<file path="src/rtl/fmps_trip_monitor.sv">
// FMPS trip monitor: after each FA strobe, scans every readout slot for missing, flagged or stale
// packets, debounces consecutive bad scans into a sticky trip and latches the first faulty index.
module fmps_trip_monitor #(
   parameter int          INDEX_WIDTH  = 5,
   parameter logic [15:0] OK_MAGIC     = 16'hCACA,
   parameter int          THRESH_WIDTH = 4
) (
   input  logic                          sysClk,
   input  logic                          sysResetN,
   input  logic                          FAstrobe,
   input  logic [(1<<INDEX_WIDTH)-1:0]   fmpsBitmapAll,
   input  logic [(1<<INDEX_WIDTH)-1:0]   fmpsBitmapEnabled,
   output logic [INDEX_WIDTH-1:0]        fmpsReadoutAddress,
   input  logic [31:0]                   fmpsReadout,
   input  logic                          csrStrobe,
   input  logic [31:0]                   GPIO_OUT,
   output logic [31:0]                   csr,
   output logic                          tripFlag,
   output logic                          scanDoneStrobe
);

   localparam int SLOTS = 1 << INDEX_WIDTH;
   localparam logic [5:0] CNT_MAX = 6'(SLOTS);

   typedef enum logic [1:0] {IDLE, SETTLE, CHECK, DONE} stateT;

   stateT                    state, stateNext;
   logic [SLOTS-1:0]         allReg, enReg;
   logic [INDEX_WIDTH-1:0]   addrReg;
   logic [7:0]               cycleCounter, scanCc;
   logic [5:0]               scanBad, scanMiss, badCntReg, missCntReg;
   logic                     scanAnyBad;
   logic [INDEX_WIDTH-1:0]   scanFirst, ffIdx;
   logic                     ffValid;
   logic [THRESH_WIDTH-1:0]  badCount, threshold, effThresh, badCountNew;
   logic                     tripReg, overrunReg;
   logic                     slotEnabled, slotMissing, slotBad, lastSlot, csrClear;
   logic                     unusedGpio;

   assign slotEnabled = enReg[addrReg];
   assign slotMissing = slotEnabled && !allReg[addrReg];
   // Word layout: [31:29] error flags, [28:24] slot index, [23:8] magic, [7:0] FA cycle tag
   assign slotBad     = slotEnabled && (slotMissing || (|fmpsReadout[31:29])
                        || fmpsReadout[28:24] != 5'(addrReg)
                        || fmpsReadout[23:8] != OK_MAGIC
                        || fmpsReadout[7:0] != scanCc);
   assign lastSlot    = &addrReg;
   assign csrClear    = csrStrobe && GPIO_OUT[31];
   assign effThresh   = (threshold == '0) ? THRESH_WIDTH'(1) : threshold;
   assign badCountNew = !scanAnyBad ? '0 : ((&badCount) ? badCount : badCount + 1'b1);
   assign unusedGpio  = ^GPIO_OUT[30:THRESH_WIDTH];

   always_ff @(posedge sysClk or negedge sysResetN) begin
      if (!sysResetN) state <= IDLE;
      else            state <= stateNext;
   end

   always_comb begin
      stateNext = state;
      case (state)
         IDLE:    if (FAstrobe) stateNext = SETTLE;
         SETTLE:  stateNext = CHECK;
         CHECK:   stateNext = lastSlot ? DONE : SETTLE;
         DONE:    stateNext = IDLE;
         default: stateNext = IDLE;
      endcase
   end

   always_ff @(posedge sysClk or negedge sysResetN) begin
      if (!sysResetN) begin
         allReg         <= '0;
         enReg          <= '0;
         addrReg        <= '0;
         cycleCounter   <= '0;
         scanCc         <= '0;
         scanBad        <= '0;
         scanMiss       <= '0;
         scanAnyBad     <= 1'b0;
         scanFirst      <= '0;
         badCntReg      <= '0;
         missCntReg     <= '0;
         ffIdx          <= '0;
         ffValid        <= 1'b0;
         badCount       <= '0;
         threshold      <= THRESH_WIDTH'(1);
         tripReg        <= 1'b0;
         overrunReg     <= 1'b0;
         scanDoneStrobe <= 1'b0;
      end else begin
         scanDoneStrobe <= 1'b0;
         if (FAstrobe) cycleCounter <= cycleCounter + 8'd1;
         if (FAstrobe && state != IDLE) overrunReg <= 1'b1;
         if (csrStrobe) threshold <= GPIO_OUT[THRESH_WIDTH-1:0];
         case (state)
            IDLE: if (FAstrobe) begin
               // The scan is tagged with the post-increment counter and keeps it if overrun
               allReg     <= fmpsBitmapAll;
               enReg      <= fmpsBitmapEnabled;
               addrReg    <= '0;
               scanCc     <= cycleCounter + 8'd1;
               scanBad    <= '0;
               scanMiss   <= '0;
               scanAnyBad <= 1'b0;
               scanFirst  <= '0;
            end
            CHECK: begin
               if (slotBad) begin
                  if (!scanAnyBad) scanFirst <= addrReg;
                  scanAnyBad <= 1'b1;
                  scanBad    <= (scanBad == CNT_MAX) ? scanBad : scanBad + 6'd1;
               end
               if (slotMissing) scanMiss <= (scanMiss == CNT_MAX) ? scanMiss : scanMiss + 6'd1;
               if (!lastSlot) addrReg <= addrReg + 1'b1;
            end
            DONE: begin
               scanDoneStrobe <= 1'b1;
               badCntReg      <= scanBad;
               missCntReg     <= scanMiss;
               badCount       <= badCountNew;
               if (badCountNew >= effThresh) tripReg <= 1'b1;
               if (scanAnyBad && !ffValid) begin
                  ffValid <= 1'b1;
                  ffIdx   <= scanFirst;
               end
            end
            default: ;
         endcase
         // Placed last so a software clear overrides a simultaneous scan result
         if (csrClear) begin
            tripReg    <= 1'b0;
            badCount   <= '0;
            ffValid    <= 1'b0;
            overrunReg <= 1'b0;
         end
      end
   end

   assign fmpsReadoutAddress = addrReg;
   assign tripFlag           = tripReg;
   assign csr = {tripReg, overrunReg, ffValid, 5'(ffIdx), 2'b00, badCntReg,
                 2'b00, missCntReg, cycleCounter};

endmodule
</file>
<file path="config.mk">
export PLATFORM = sky130hd
export DESIGN_NAME = fmps_trip_monitor
export DESIGN_NICKNAME = d
export VERILOG_FILES = /design/src/rtl/fmps_trip_monitor.sv
export SDC_FILE = /design/constraint.sdc
export NUM_CORES = 1
export LEC_CHECK = 0
export CORE_ASPECT_RATIO = 1.75
export CORE_MARGIN = 1
export CORE_UTILIZATION = 45
export DETAILED_ROUTE_END_ITERATION = 12
export DONT_BUFFER_PORTS = 1
export PLACE_DENSITY = 0.61
export SLEW_MARGIN = 25
export SYNTH_ARGS = -nofsm -noshare
export SYNTH_HDL_FRONTEND = slang
export SYNTH_SLANG_ARGS = --single-unit
export TNS_END_PERCENT = 100
</file>
<file path="constraint.sdc">
create_clock -name sysClk -period 3.03 [get_ports sysClk]
set_input_delay 0.303 -clock sysClk [delete_from_list [all_inputs] [get_ports sysClk]]
set_output_delay 0.303 -clock sysClk [all_outputs]
set_load 0.03 [all_outputs]
</file>
==> flow_summary.yaml <==
outcome:
  status: "complete, but fails checks"
  violations: "negative hold slack"
grt:
  grt_usage_pct: 20.6
  grt_max_degree: 135
  grt_overflow_total: 0
  antenna_found_initial: 0
  met2_usage_pct: 36.9
  use_met1_pct: 23.5
  grt-busiest-layer: "met2"
  grt_pass1_wl_um: 23900
  use_met3_pct: 4.19
  first_global_vias: 4962
cells_and_area:
  design_area_mm2: 0.00756
  fin_nets: 853
  antenna_cells_inserted: 0
  syn_to_final_growth_pct: 15.8
  instances_no_fill: 898
  post-route-util_pct: 53.8
  drive_gt1_share_pct: 10.7
clocking:
  cts_made_buffers: 17
  clk_latency_ps: 400
  path_clk_slew_ps: 60
  post-cts-setup-buffers: 0
  cts_tree: "yes"
  htree_levels: 4
  cts_buffer_depth: 2
  clock-sinks: 134
  cts_root_buf: "clkbuf_16"
power:
  powerDensity_mw_per_mm2: 970
  p_leak_nw: 3.72
  ir_drop_mv: 0.502
detailed_routing:
  routed_wl_um: 14700
  first_pass_iters: 4
  ant_nets: 0
  vias_per_cell: 5.30
  route.detailed.drc: 0
  vias: 4759
  wl_per_cell_um: 16.3
  drtIter0Drc: 203
die:
  coreArea_mm2: 0.0140
  ios: 171
  fp-row-count: 57
  fp.dieH_um: 161
  dieWidth_um: 93.0
  die_area_mm2: 0.0150
  initial_utilization_pct: 46.4
timing:
  report.final.setup_viol: 0
  max_freq_mhz: 349
  slew_headroom_pct: 50.1
  whs_ps: -395
  rsz0062_at_grt: "no"
  period_share_pct: 94.6
  min_period_ps: 2870
  fin_skew_ps: 8.97
  setup_ws_ps: 163
  drv_slew: 0
  hold_violations: 134
  fin_tns_setup_ps: 0
  tightest_slew_ps: 740
setup_path:
  worstSetupStartpointType: "flip-flop"
  crit_path_end_kind: "flip-flop"
  worstReg2RegStart: "fmpsReadoutAddress[0]"
  r2r-end: "scanBad[1]"
  slowest_stage: "dfrtp_4"
  reg2reg_slack_ps: 160
  cpLargestDelayFamily: "compound AO/OA/AOI/OAI gates"
  cpPeakStageDelay_ps: 570
  path_class: "flip-flop to flip-flop"
  worstPathCellList: "buf_4, buf_4, and3b_1, a222oi_1, a22oi_1, o211ai_4, o211ai_4, buf_4, nand2b_1, mux2_2"
  path_common_cell: "buf_4"
  crit_required_ps: 3310
  arrival_ps: 3150
  worst-path-max-fanout: 13
  r2r_cells: 10
  path_buf_inv: 3
yosys:
  ys_seq_area_share_pct: 51.4
  synth.ff_latch_count: 134
  ys_warn_count: 0
  synth_common_cells: "nand2_1 (268), dfrtp_1 (133), clkbuf_1 (26)"
  synth.avg_cell_area_um2: 9.54
  synth_cell_type_count: 53
  synth_edf_count: 0
  synth_area_leaders: "dfrtp_1 (51%), nand2_1 (15%), mux2_2 (3.5%)"
  synthArstFlopShare_pct: 100
  synth_area_leader_cell: "dfrtp_1"
  syn_area_mm2: 0.00652
  synth_top_area_share_pct: 51.0
  netlist_instances: 684
  post-synth-top-count-cell: "nand2_1"
  ys.flop_type: "dfrtp_1"
job:
  cap_violations: 0
place:
  dpl_cell_area_mm2: 0.00668
  dp_slack_ps: 152
  post-dp-hpwl_um: 10300
  numPortBuffers: 0
  gp_congestion: 0.830
  dp.cells: 839
worst_hold_path:
  min_path_type: "input pin to async pin"
## timing repair
| item | in CTS | in global routing |
|---|---|---|
| endpoints found under the hold margin | 161 | 135 |
| setup endpoints to repair | 0 | 6 |
| resized for setup | 0 | 1 |
| hold buffers | 27 | 1 |
## final cells by class
type                    count  area, um2
flip-flops and latches    134       3360
multi-input cells         495       2910
clock buffers              22        464
repair buffers             45        420
well taps                 177        221
inverters                  16       60.1
clock inverters             9        126
fillers                  1247       6490
## kinds of logic (layout without fill, tap and decap cells)
family	Yosys count	after routing	synth area share (%)
fa+ha+maj	12	12	2.30
xor+xnor	29	29	3.89
simple gates	343	343	21.9
buf+inv	58	92	4.26
compound gates	63	63	6.62
other cells	1	4	0.0575
mux	44	44	9.53
flops	134	134	51.4
## state kept, by name, indices dropped and copies added (netlist names)
| register | cells |
|---|---|
| fmpsReadoutAddress | 5 |
| tripFlag | 1 |
| badCntReg | 6 |
| missCntReg | 6 |
| allReg | 32 |
| threshold | 4 |
| cycleCounter | 8 |
| ffIdx | 5 |
| badCount | 4 |
| scanCc | 8 |
| overrunReg | 1 |
| ffValid | 1 |
| scanMiss | 6 |
| state | 2 |
| scanFirst | 5 |
| enReg | 32 |
| scanAnyBad | 1 |
| scanDoneStrobe | 1 |
| scanBad | 6 |
## per-stage QoR
step                      hold slack [ps]  power (mW)
final                                -395        7.33
after global placement               13.7        5.19
after floorplan                      7.41        4.73
after global routing                 -420        7.82
after CTS                            -419        7.40
after detailed placement             14.0        5.28
## worst max-delay path by stage
stage | slack [ps] | depth (start not counted) | startpoint | end
2_1_floorplan | 310 | 9 | fmpsReadoutAddress[0] | scanBad[1]
3_3_place_gp | 190 | 9 | fmpsReadoutAddress[0] | scanBad[1]
3_5_place_dp | 150 | 9 | fmpsReadoutAddress[0] | scanBad[1]
4_1_cts | 120 | 9 | fmpsReadoutAddress[0] | scanBad[1]
5_1_grt | 20 | 10 | fmpsReadoutAddress[0] | scanBad[1]
6_report | 160 | 10 | fmpsReadoutAddress[0] | scanBad[1]
## power by group
part	switching (mW)	internal (mW)	total, mW	leakage, nW
Clock	0.741	1.33	2.07	0.290
Sequential	0.715	2.43	3.15	1.72
Combinational	1.14	0.972	2.11	1.71
## cells in the final DEF, fill, tap and decap left out, types with 3 or more instances in the layout
| cell | n |
|---|---|
| a21o_1 | 4 |
| a21oi_1 | 11 |
| a22o_1 | 4 |
| and3_1 | 8 |
| buf_4 | 16 |
| bufinv_16 | 3 |
| clkbuf_1 | 3 |
| clkbuf_16 | 17 |
| clkinv_2 | 4 |
| conb_1 | 4 |
| dfrtp_1 | 132 |
| dlygate4sd3_1 | 28 |
| ha_1 | 12 |
| inv_1 | 16 |
| mux2_2 | 20 |
| mux2i_1 | 13 |
| mux4_1 | 8 |
| nand2_1 | 267 |
| nand3_1 | 16 |
| nand4_1 | 8 |
| nor2_1 | 17 |
| nor3_1 | 4 |
| o211ai_1 | 3 |
| o21ai_0 | 22 |
| o22ai_1 | 3 |
| xnor2_1 | 23 |
| xor2_1 | 6 |
## metal layers
| metal | wire (um) | vias to the layer above |
|---|---|---|
| li1 | - | 2320 |
| met1 | 5900 | 2295 |
| met2 | 7930 | 127 |
| met3 | 579 | 17 |
| met4 | 257 | 0 |
| met5 | 0 | - |
## worst register-to-register path, stage by stage, from the launching register on
cell      delay (ps)
dfrtp_4          570
buf_4            210
buf_4            160
and3b_1          190
a222oi_1         380
a22oi_1          190
o211ai_4         270
o211ai_4         110
buf_4            190
nand2b_1         200
mux2_2           290
Power figures use the tool's default switching activity.
